File: src/rtl/perf_pkg.sv
// perf_pkg: shared counter ids, record length and FSM encoding for perf_event_monitor.
package perf_pkg;
    localparam int NUM_CNT    = 6;
    localparam int CNT_CYCLES = 0;
    localparam int CNT_INST   = 1;
    localparam int CNT_IREQ   = 2;
    localparam int CNT_IHIT   = 3;
    localparam int CNT_DREQ   = 4;
    localparam int CNT_DHIT   = 5;
    typedef enum logic [1:0] {ST_COUNT, ST_DUMP, ST_DONE} state_t;
endpackage

File: src/rtl/sat_counter.sv
// sat_counter: up-counter that sticks at all-ones.
// Ports: clk, rst (sync, active-high), inc (count request), en (counting allowed), q (value).
module sat_counter #(
    parameter int W = 32
) (
    input  logic         clk,
    input  logic         rst,
    input  logic         inc,
    input  logic         en,
    output logic [W-1:0] q
);
    always_ff @(posedge clk) begin
        if (rst) q <= '0;
        else if (en && inc && q != '1) q <= q + 1'b1;
    end
endmodule

File: src/rtl/perf_event_monitor.sv
// perf_event_monitor: counts cycles, retired instructions and I/D-cache requests/hits,
// then on halt freezes the counters and streams a six-word summary over valid/ready.
// Ports: clk, rst (sync, active-high); ev_* qualified pipeline event strobes;
// dump_valid/dump_ready/dump_id/dump_data summary stream; done sticky completion flag.
module perf_event_monitor
    import perf_pkg::*;
#(
    parameter int CNT_W = 32
) (
    input  logic             clk,
    input  logic             rst,
    input  logic             ev_regwrite,
    input  logic             ev_memwrite,
    input  logic             ev_halt,
    input  logic             ev_icache_req,
    input  logic             ev_icache_hit,
    input  logic             ev_dcache_req,
    input  logic             ev_dcache_hit,
    output logic             dump_valid,
    input  logic             dump_ready,
    output logic [2:0]       dump_id,
    output logic [CNT_W-1:0] dump_data,
    output logic             done
);
    state_t             state;
    logic [2:0]         idx;
    logic [NUM_CNT-1:0] inc;
    logic [CNT_W-1:0]   cnt [NUM_CNT];

    // A hit only counts when it accompanies a request.
    assign inc[CNT_CYCLES] = 1'b1;
    assign inc[CNT_INST]   = ev_halt | ev_regwrite | ev_memwrite;
    assign inc[CNT_IREQ]   = ev_icache_req;
    assign inc[CNT_IHIT]   = ev_icache_hit & ev_icache_req;
    assign inc[CNT_DREQ]   = ev_dcache_req;
    assign inc[CNT_DHIT]   = ev_dcache_hit & ev_dcache_req;

    for (genvar i = 0; i < NUM_CNT; i++) begin : g_cnt
        sat_counter #(.W(CNT_W)) u_cnt (
            .clk (clk),
            .rst (rst),
            .inc (inc[i]),
            .en  (state == ST_COUNT),
            .q   (cnt[i])
        );
    end

    always_ff @(posedge clk) begin
        if (rst) begin
            state      <= ST_COUNT;
            idx        <= '0;
            dump_valid <= 1'b0;
            done       <= 1'b0;
        end else begin
            case (state)
                ST_COUNT: if (ev_halt) begin
                    state      <= ST_DUMP;
                    idx        <= '0;
                    dump_valid <= 1'b1;
                end
                ST_DUMP: if (dump_ready) begin
                    if (idx == 3'(NUM_CNT - 1)) begin
                        state      <= ST_DONE;
                        dump_valid <= 1'b0;
                        done       <= 1'b1;
                    end else begin
                        idx <= idx + 3'd1;
                    end
                end
                default: ;
            endcase
        end
    end

    // Counters are frozen outside COUNT, so the mux output is stable while stalled.
    assign dump_id   = idx;
    assign dump_data = dump_valid ? cnt[idx] : '0;
endmodule

File: config.mk
export PLATFORM = sky130hd
export DESIGN_NAME = perf_event_monitor
export DESIGN_NICKNAME = d
export VERILOG_FILES = /design/src/rtl/perf_pkg.sv /design/src/rtl/sat_counter.sv /design/src/rtl/perf_event_monitor.sv
export SDC_FILE = /design/constraint.sdc
export NUM_CORES = 1
export LEC_CHECK = 0
export ABC_AREA = 1
export ABC_CLOCK_PERIOD_IN_PS = 1930
export BUFFER_PORTS_ARGS = -buffer_cell sky130_fd_sc_hd__buf_4
export CORE_MARGIN = 1.5
export CORE_UTILIZATION = 55
export CTS_CLUSTER_SIZE = 24
export DETAILED_ROUTE_END_ITERATION = 8
export PLACE_DENSITY = 0.72
export SYNTH_ARGS = -nofsm -noshare
export SYNTH_HDL_FRONTEND = slang
export SYNTH_HIERARCHICAL = 1
export SYNTH_SLANG_ARGS = --single-unit
File: constraint.sdc
create_clock -name clk -period 1.93 [get_ports clk]
set_input_delay 0.0965 -clock clk [delete_from_list [all_inputs] [get_ports clk]]
set_output_delay 0.0965 -clock clk [all_outputs]
set_load 0.01 [all_outputs]
-- Word-level counts from Yosys, hierarchy flattened
Index checks and enable logic that the tools add are counted.
- output and inout bits: 37
- register bits after elaboration: 199
- word-level logic and storage cells: 67
- add/subtract/negate cells: 7
- mux-type cells: 16
- order comparisons: 1
- reduce and logical (&&, ||, !) cells: 16
- equal/unequal tests: 12
- bitwise logic cells: 5
- operators by type and width (cell ; count):
    32-bit by 1-bit adder with 32-bit output (second input constant) ; 6
    32-bit inequality test (second input constant) ; 6
    32-bit binary-select mux with 3-bit select ; 1
    32-bit 2-to-1 mux ; 3
    1-bit logical AND ; 11
    3-bit 2-to-1 mux ; 3
    2-bit inequality test (second input constant) ; 4
    4-bit AND reduction ; 2
    2-bit 2-to-1 mux ; 3
    3-bit one-hot mux with 2 select lines ; 1
    4-bit >= comparator (second input constant) ; 1
    3-bit NOT with 4-bit output ; 1
    2-bit one-hot mux with 2 select lines ; 1
    3-bit by 1-bit adder with 3-bit output (second input constant) ; 1
    3-bit == test (second input constant) ; 1
    1-bit 2-to-1 mux ; 3
    3-bit AND reduction ; 1
    1-bit bitwise AND ; 2
    2-bit by 1-bit == test with 1-bit output (second input constant) ; 1
    2-bit zero test ; 1
    1-bit OR ; 2
    1-bit one-hot mux with 2 select lines ; 1
    2-bit nonzero test ; 1

-- Longest topological paths before layout
Gate-level depths: netlist of run 1.
- word-level depth: 5
- depth in mapped cells: 12
- mapped depth without buffers: 11

-- Hierarchy
The synthesis of run 1 kept the hierarchy.
- by module, submodules not included (module ; cells each ; area each (um^2) ; times used):
    sat_counter ; 339 ; 2024.4 ; 6
    perf_event_monitor ; 567 ; 2658.8 ; 1

-- Least setup slack after synthesis of run 1
No wires, ideal clock.
- path kind: register to register
- from: reg g_cnt[5].u_cnt.q[0]
- to: reg g_cnt[5].u_cnt.q[10]
- path slack: 0.294 ns
- arrival time: 1.504 ns
- required time: 1.798 ns
- buffers on the path: 2
- library setup time: 0.132 ns
- stages on the path, launching flop included: 13
- cell sequence: dfxtp_1 ha_1 nand2_1 nor2_4 nand2_4 nor2_4 nand2_2 nand2_4 inv_2 buf_6 buf_6 nand2_1 a21oi_1
- longest elaborated chain between the ends: 2
- RTL lines (element ; RTL line ; source):
    start, declared ; sat_counter.sv:10 ; output logic [W-1:0] q
    start signal, assigned ; sat_counter.sv:14 ; else if (en && inc && q != '1) q <= q + 1'b1;
    parallel branches: the longest is 2 deep, another holds 32-bit by 1-bit adder with 32-bit output ; n/a ;
Parallel ways; which one is timed is not known.
A chain may end at the register's enable or synchronous reset.

-- Worst setup path after layout of run 1
- from: reg idx[0], in the netlist dump_id[0]
- to: out dump_data[8]
- longest elaborated chain between the ends: 5
- RTL lines (element ; RTL line ; source):
    start, declared ; perf_event_monitor.sv:26 ; logic [2:0] idx;
    start signal, assigned ; perf_event_monitor.sv:67 ; idx <= idx + 3'd1;
    3-bit NOT with 4-bit output (not written as such) ; perf_event_monitor.sv:77 ; assign dump_data = dump_valid ? cnt[idx] : '0;
    32-bit binary-select mux with 3-bit select ; perf_event_monitor.sv:77 ;
    32-bit 2-to-1 mux (not written as such) (2 in series) ; perf_event_monitor.sv:77 ;
    32-bit 2-to-1 mux ; perf_event_monitor.sv:77 ;
    end, declared ; perf_event_monitor.sv:22 ; output logic [CNT_W-1:0] dump_data,
No other way between the ends. The select of a mux whose other input is x is not followed.

==> results of run 1 <==
==> sequential cells by signal (all words and copies together), names as in the netlist <==
signal / cells
g_cnt.u_cnt/q: 192
done: 1
state: 2
dump_id: 3
==> worst max-delay path, cell delays in order (launching register included) <==
cell and delay [ns]:
dfxtp_4 0.40, inv_4 0.10, clkbuf_16 0.18, nand2_1 0.06
nand3_1 0.12, nand2_1 0.10, nand2_1 0.08, a21oi_2 0.23
buf_4 0.16
==> cell families (layout without fill, tap and decap cells) <==
logic type,count (synthesis),count (layout),synth area share (%)
simple gates,1657,1657,46.6
xor+xnor,90,90,5.32
fa+ha+maj,8,8,0.676
compound gates,250,250,9.04
flops,198,198,26.8
buf+inv,397,492,11.5
other cells,1,1,0.0253
==> final cells by class <==
cell class,instances,share of cell area [%]
clock inverter,12,0.962
inverter,306,6.86
multi-input combinational,2006,55.5
tap,335,2.46
sequential,198,23.4
timing repair buffer,154,8.15
clock buffer,20,2.62
==> through the flow <==
stage | std cells | setup slack, ns
after floorplan | 2601 | 0.294
after global placement | 2991 | 0.0774
after detailed placement | 2991 | 0.00315
after CTS | 3024 | -0.000103
after global routing | 3031 | -0.0772
final | 3031 | -0.0425
==> per-layer routing <==
metal / track usage [%] / share of wire (%) / vias to the layer above
li1: - / - / 8125
met1: 45.6 / 43 / 7470
met2: 54.8 / 45 / 670
met3: 6.30 / 7.6 / 118
met4: 16.9 / 4.6 / 0
met5: 0 / 0 / -
==> power groups by stage <==
stage	clock (uW)	combinational (uW)	sequential, uW
after floorplan	0	927	4410
after global placement	0	1340	4440
after detailed placement	0	1360	4440
after CTS	3930	1400	4350
after global routing	4100	1650	4370
final	3900	1520	4350
==> cell usage in the layout (no fill, tap or decap), drive strengths merged <==
cell | synthesis | routed
or3 | 1 | 1
or2 | 38 | 38
clkbuf | 30 | 23
xnor2 | 18 | 18
bufinv | 0 | 3
nor2 | 372 | 372
ha | 8 | 8
inv | 306 | 312
clkinv | 0 | 2
nand2 | 1075 | 1075
clkinvlp | 0 | 1
a21oi | 168 | 168
xor2 | 72 | 72
o21a | 1 | 1
nand3b | 24 | 24
o21ai | 48 | 48
nand3 | 134 | 134
conb | 1 | 1
nand4 | 7 | 7
o211ai | 32 | 32
dfxtp | 198 | 198
o211a | 1 | 1
nor3 | 6 | 6
buf | 61 | 151
==> worst max path at each step <==
stage / to / slack [ns] / cells after the start
detailed placement: g_cnt[5].u_cnt/q[2] / 0.003 / 10
global route: dump_data[11] / -0.08 / 7
floorplan: g_cnt[5].u_cnt/q[10] / 0.29 / 12
global placement: g_cnt[5].u_cnt/q[23] / 0.08 / 10
CTS: dump_data[31] / -0.0001 / 8
finish: dump_data[8] / -0.04 / 8
==> timing repair <==
action | in CTS | in global routing
resized for setup | 36 | 88
hold buffers | 0 | 0
buffers inserted | 0 | 4
cloned | 1 | 3
pin swaps | 1 | 32
endpoints found under the setup margin | 32 | 168
==> results.cfg, run 1 <==
[timing]
slew_headroom_pct = 59.3
drv_slew = 0
min_period_ns = 1.97
skew_ns = 0.0164
tightest_slew_ns = 0.611
max_freq_ghz = 0.507
holdWs_ns = 0.00471
rsz0062_at_grt = yes
tns_ns = -0.121
setup_ws_ns = -0.0425
min_period_over_period_pct = 102
hold_viol = 0
setup_viol = 7

[logic_synthesis]
syn_area_sq_mm = 0.0148
netlist_top_cells_count = nand2_1 (1,057), nor2_1 (341), inv_1 (292)
yosys-top-cells-area = nand2_1 (27%), dfxtp_1 (27%), nor2_1 (8.6%), inv_1 (7.4%), a21oi_1 (5.7%)
ys_types = 30
syn_avg_cell_area_sq_um = 5.69
synth-seq-cells = 198
syn_inst = 2601
synth_edf_count = 0
synthArstFlopShare_pct = 0
ys.flop_type = dfxtp_1
synth_nets = 2619
synth_most_common_cell = nand2_1
yosysTopAreaCellShare_pct = 26.8
synth-seq-area-share_pct = 26.8
synth_warnings = 6
yosysTopAreaCell = nand2_1

[layout]
nets = 2701
drive_above_1_share_pct = 13.6
postLayoutCellArea_sq_mm = 0.0170
diodes = 0
multi_input_comb_area_sq_mm = 0.00947
final_core_util_pct = 65.0
syn_to_final_growth_pct = 15.1
regArea_sq_mm = 0.00399
fillCellCount = 2456

[run_status]
status = finished with violations
failed_checks = setup timing

[power_and_ir_drop]
switching_share_pct = 29.9
p_int_uw = 6850
p_total_uw = 9770
power_leakage_uw = 0.00714
clkPwrFrac_pct = 39.9
vdd_ir_drop_max_uv = 594
p_sw_uw = 2930
p_per_area_mw_per_mm2 = 573
power_frac_seq_pct = 44.5
combPwrFrac_pct = 15.6

[grt]
grt-ovfl-total = 0
grt_pass1_wl_um = 76800
grt_pass1_vias = 14800
grt_util_all_layers_pct = 34.7
antenna_found_initial = 0
grt_max_degree = 65

[routing]
firstDrtPassIters = 6
wl_um = 48900
remaining_drc_errors = 0
wl_per_cell_um = 16.1
num_vias = 16400
drtIter0Drc = 1734
postRouteAntennaNets = 0
avgViaCountPerCell = 5.41

[worst_setup_path]
crit_path_start_kind = register
crit_path_start = dump_id[0]
cp-end-kind = output pin
critical_path_class = register to output pin
r2r_slack_ns = 0.09
critPathArrivalTime_ns = 1.88
rr_startpoint = g_cnt[4].u_cnt/q[0]
r2r_end = g_cnt[4].u_cnt/q[3]
crit_path_max_fanout = 16
required_ns = 1.83
worstRegToRegCells = 11

[hold_path]
hold_path.class = input port to register
hp-start = dump_ready
whs_path_depth = 3
min_to = state[1]

[die]
die_w_um = 167
placementRows = 59
dieHeight_um = 167
fp.dieArea_sq_mm = 0.0279
start_util_pct = 56.5
core_sq_mm = 0.0262
boundaryPins = 47

[clock_tree]
cts_max_path_buffers = 2
cts_max_level = 4
clkTransAtPathRegs_ns = 0.08
cts_buffers = 17
cts_tree = done
cts.sinks = 198
clk_latency_ns = 0.44
root_buffer = clkbuf_16

[job]
drv_cap = 0

[place]
place_congestion = 0.974
io_buffer_count = 46
placed_area_sq_mm = 0.0158
hpwl_um = 36100
Power figures use the tool's default switching activity.
==> inputs of run 2 (changes only) <==
--- a/config.mk
+++ b/config.mk
@@ -8,11 +8,13 @@
 export ABC_AREA = 1
 export ABC_CLOCK_PERIOD_IN_PS = 1930
 export BUFFER_PORTS_ARGS = -buffer_cell sky130_fd_sc_hd__buf_4
+export CELL_PAD_IN_SITES_DETAIL_PLACEMENT = 1
+export CELL_PAD_IN_SITES_GLOBAL_PLACEMENT = 1
 export CORE_MARGIN = 1.5
-export CORE_UTILIZATION = 55
+export CORE_UTILIZATION = 44
 export CTS_CLUSTER_SIZE = 24
 export DETAILED_ROUTE_END_ITERATION = 8
-export PLACE_DENSITY = 0.72
+export PLACE_DENSITY_LB_ADDON = 0.1
 export SYNTH_ARGS = -nofsm -noshare
 export SYNTH_HDL_FRONTEND = slang
 export SYNTH_HIERARCHICAL = 1
==> results.cfg, run 2 (synthesis gave the netlist of run 1 again) <==
[run_status]
status = finished with violations
failed_checks = setup timing

[clock_tree]
clk_latency_ns = 0.48
cts_max_level = 4
root_buffer = clkbuf_16
cts.sinks = 198
cts_max_path_buffers = 2
clkTransAtPathRegs_ns = 0.08
cts_buffers = 17
cts_tree = done

[hold_path]
hp-start = rst
hold_path.class = input port to register

[routing]
firstDrtPassIters = 5
avgViaCountPerCell = 5.42
remaining_drc_errors = 0
drtIter0Drc = 1308
wl_per_cell_um = 19.2
num_vias = 17200
postRouteAntennaNets = 0
wl_um = 60900

[grt]
grt_pass1_wl_um = 91900
grt-ovfl-total = 0
grt_pass1_vias = 17000
grt_util_all_layers_pct = 33.3
antenna_found_initial = 1
grt_max_degree = 71

[timing]
rsz0062_at_grt = yes
max_freq_ghz = 0.481
tightest_slew_ns = 0.490
min_period_ns = 2.08
skew_ns = 0.0152
slew_headroom_pct = 67.1
setup_ws_ns = -0.148
drv_slew = 0
setup_viol = 32
min_period_over_period_pct = 108
hold_viol = 0

[layout]
diodes = 0
syn_to_final_growth_pct = 19.2
fillCellCount = 4682
drive_above_1_share_pct = 16.2
multi_input_comb_area_sq_mm = 0.00954
layout.cells.non_filler = 3172
final_cell_mix = nand2_1 (1,028), nor2_1 (329), inv_1 (291)
regMostFlops = g_cnt.u_cnt/q
postLayoutCellArea_sq_mm = 0.0176
layout_commonest_cell = nand2_1
nets = 2735
largest_reg_flops = 192
regArea_sq_mm = 0.00399

[die]
die_w_um = 186
start_util_pct = 45.0
boundaryPins = 47
placementRows = 66
fp.dieArea_sq_mm = 0.0348
dieHeight_um = 186
core_sq_mm = 0.0329

[power_and_ir_drop]
p_sw_uw = 3180
switching_share_pct = 32.8
p_int_uw = 6520
power_frac_seq_pct = 45.0
clkPwrFrac_pct = 37.2
combPwrFrac_pct = 17.8
p_per_area_mw_per_mm2 = 550
vdd_ir_drop_max_uv = 693
power_leakage_uw = 0.00736
p_total_uw = 9700

[worst_setup_path]
cp-end-kind = output pin
cpMostUsedCell = nand2_1
r2r_end = g_cnt[5].u_cnt/q[22]
crit_path_start_kind = register
path_cells = inv_8 > buf_12 > nand2_1 > nand3_2 > nand2_1 > nand2_1 > a21oi_2 > buf_4
critical_path_class = register to output pin
slowest_delay_ns = 0.43
crit_slowest_cell = dfxtp_4
worstRegToRegCells = 9
crit_end = dump_data[21]
rr_startpoint = g_cnt[5].u_cnt/q[0]
crit_path_max_fanout = 10
crit_path_start = dump_id[0]
required_ns = 1.83
critPathArrivalTime_ns = 1.98
r2r_slack_ns = 0.03

[place]
hpwl_um = 43100
place_congestion = 0.938
io_buffer_count = 46
dp_cells = 3104
placed_area_sq_mm = 0.0160

[job]
drv_cap = 0
-- run 2: worst min path at each step --
stage | to | slack (ns) | depth (start not counted)
2_1_floorplan | done | 0.17 | 1
3_3_place_gp | done | 0.44 | 2
3_5_place_dp | done | 0.46 | 2
4_1_cts | g_cnt[0].u_cnt/q[12] | 0.06 | 2
5_1_grt | g_cnt[0].u_cnt/q[14] | 0.08 | 2
6_report | g_cnt[0].u_cnt/q[12] | 0.09 | 2
-- run 2: per-stage QoR --
| stage | worst slack (ns) | TNS, ns | hold slack [ns] | utilization [%] |
|---|---|---|---|---|
| global placement | 0.0759 | 0 | 0.441 | 48.8 |
| CTS | -0.0962 | -2.03 | 0.0588 | 51.9 |
| floorplan | 0.294 | 0 | 0.166 | - |
| detailed placement | -0.0345 | -0.141 | 0.461 | 48.8 |
| finish | -0.148 | -3.09 | 0.0857 | 53.7 |
| global route | -0.179 | -4.64 | 0.0775 | 53.7 |
-- run 2: layout make-up --
type | instances | share of cell area [%]
sequential | 198 | 22.6
clock inverter | 14 | 0.674
multi-input combinational | 2006 | 54.0
inverter | 306 | 6.69
clock buffer | 18 | 2.49
timing repair buffer | 188 | 10.3
tap | 442 | 3.13
-- run 2: critical path, delay by kind of cell (launching register included) --
family | cells | cell delay [ns]
flops | 1 | 0.43
simple gates | 4 | 0.51
buf+inv | 3 | 0.36
compound gates | 1 | 0.19
-- run 2: routing by layer --
| layer | share of wire, % | track usage (%) | up-vias |
|---|---|---|---|
| met1 | 44 | 43.9 | 8350 |
| met3 | 5.6 | 5.25 | 126 |
| li1 | - | - | 8183 |
| met5 | 0 | 0 | - |
| met4 | 3.9 | 14.0 | 0 |
| met2 | 46 | 53.9 | 525 |
-- run 2: what timing repair did --
action	in CTS	in global routing
cloned	3	10
hold buffers	1	0
pin swaps	8	25
hold endpoints to repair	2	0
setup endpoints to repair	74	207
gates resized for setup	80	89
buffers inserted	6	16
-- run 2: power groups by stage --
stage	clock, uW	sequential [uW]	combinational, uW
after floorplan	0	4410	927
after global routing	3860	4380	1850
final	3610	4370	1730
after global placement	0	4440	1410
after detailed placement	0	4450	1450
after CTS	3670	4360	1550
==> inputs of run 3 (changes only) <==
==> constraint.sdc (replaced) <==
create_clock -name clk -period 1.93 [get_ports clk]
set_input_delay 0.0965 -clock clk [delete_from_list [all_inputs] [get_ports clk]]
set_output_delay 0.0965 -clock clk [all_outputs]
set_load 0.1 [all_outputs]
==> results.cfg, run 3 (synthesis gave the netlist of run 1 again) <==
[die]
fp.dieArea_sq_mm = 0.0348
boundaryPins = 47
die_w_um = 186
start_util_pct = 45.0
placementRows = 66
core_sq_mm = 0.0329
dieHeight_um = 186

[worst_setup_path]
required_ns = 1.83
crit_path_start_kind = register
cp-end-kind = output pin
critical_path_class = register to output pin
crit_path_max_fanout = 26
critPathArrivalTime_ns = 2.19
crit_slowest_cell = dfxtp_4
slowest_delay_ns = 0.46
path_cells = inv_8 > buf_12 > nand2_2 > nand3_4 > nand2_2 > nand2_2 > a21oi_4 > buf_12
cpMostUsedCell = nand2_2

[clock_tree]
cts.sinks = 198
root_buffer = clkbuf_16
cts_buffers = 17
clkTransAtPathRegs_ns = 0.10
cts_max_level = 4
cts_tree = done
cts_max_path_buffers = 2
clk_latency_ns = 0.50
cts_hold_buf = 0

[run_status]
failed_checks = setup timing
status = finished with violations

[layout]
layout_commonest_cell = nand2_1
regMostFlops = g_cnt.u_cnt/q
drive_above_1_share_pct = 20.0
final_cell_mix = nand2_1 (953), nor2_1 (331), inv_1 (290)
layout.cells.non_filler = 3179
nets = 2741
syn_to_final_growth_pct = 30.3
largest_reg_flops = 192
final_core_util_pct = 58.7
fillCellCount = 4500

[place]
place_ws_ns = -0.0392
hpwl_um = 45400
io_buffer_count = 46
dp_cells = 3100
place_congestion = 0.977

[grt]
grt_max_degree = 34
antenna_found_initial = 1
grt_util_all_layers_pct = 37.9
grt_pass1_vias = 18200
grt-ovfl-total = 0
grt_pass1_wl_um = 103000

[timing]
slew_headroom_pct = 64.7
drv_slew = 0
min_period_over_period_pct = 119
tightest_slew_ns = 0.528
rsz0062_at_grt = yes
skew_ns = 0.0311
setup_ws_ns = -0.361
hold_viol = 0
tns_ns = -8.68
setup_viol = 47
min_period_ns = 2.29
max_freq_ghz = 0.437

[routing]
num_vias = 18600
wl_per_cell_um = 23.6
firstDrtPassIters = 5
remaining_drc_errors = 0
wl_um = 74900
avgViaCountPerCell = 5.85
postRouteAntennaNets = 0
drtIter0Drc = 1755

[power_and_ir_drop]
p_int_uw = 7290
p_per_area_mw_per_mm2 = 580
switching_share_pct = 34.9
power_leakage_uw = 0.00771
power_frac_seq_pct = 39.1
vdd_ir_drop_max_uv = 771
combPwrFrac_pct = 23.8
p_sw_uw = 3900
clkPwrFrac_pct = 37.1

[hold_path]
hold_path.class = input port to register

[job]
drv_cap = 0
-- run 3: changes by cell type in the layout (fill, tap and decap cells not counted), moves of 12 or more --
cell     previous run  this run
nand2_1          1028       953
nand2_2            35        92
buf_12             11        55
buf_4             152       108
a21oi_4             0        32
a21oi_2            31         1
nand3_1           107        92
nand2_4            11        25
nand3_4             2        15
buf_16              3        15
-- run 3: per-stage QoR --
step	total power, uW	hold slack, ns	cell area [sq um]
4_1_cts	10800	0.0378	18600
3_3_place_gp	6290	0.440	16500
5_1_grt	11400	0.0645	19300
6_report	11200	0.0525	19300
3_5_place_dp	6340	0.453	16500
2_1_floorplan	5710	0.156	15200
-- run 3: final timing paths --
path,startpoint,end,slack [ns],cells after the start
setup / recovery,dump_id[0],dump_data[8],-0.36,8
hold / removal,rst,g_cnt[4].u_cnt/q[28],0.05,2
setup reg to reg,g_cnt[3].u_cnt/q[9],g_cnt[3].u_cnt/q[9],-0.16,9
hold reg to reg,done,done,0.46,2
-- run 3: final cells by class --
cell class / instances / area (sq um) / share of cell area, %
diodes: 1 / 2.50 / 0.0130
clock buffers: 18 / 450 / 2.33
clock inverters: 14 / 185 / 0.960
inverters: 306 / 1170 / 6.04
multi-input cells: 2006 / 10300 / 53.4
flip-flops and latches: 198 / 4010 / 20.8
well taps: 442 / 553 / 2.87
repair buffers: 194 / 2630 / 13.6
-- run 3: power by group through the flow --
stage	clock network [uW]	registers (uW)	logic, uW
3_3_place_gp	0	4440	1850
3_5_place_dp	0	4450	1890
5_1_grt	4290	4390	2750
4_1_cts	4130	4360	2360
6_report	4150	4380	2660
2_1_floorplan	0	4430	1280
-- run 3: timing repair --
action | 4_1_cts | 5_1_grt
setup buffers | 5 | 19
gates cloned | 14 | 8
pin swaps | 51 | 47
endpoints found under the setup margin | 54 | 191
gates resized for setup | 251 | 113
-- run 3: critical path, delay by kind of cell, from the launching register on --
kind | cells | cell delay (ns)
flops | 1 | 0.46
buf+inv | 3 | 0.44
compound gates | 1 | 0.20
simple gates | 4 | 0.56
-- run 3: metal layers --
metal / up-vias / GRT usage (%) / routed length, um / share of wire, %
li1: 8215 / - / - / -
met1: 9045 / 46.2 / 28800 / 39
met2: 993 / 63.1 / 33900 / 45
met3: 338 / 6.39 / 6880 / 9.2
met4: 2 / 21.8 / 5250 / 7.0
met5: - / 0 / 13 / 0.017
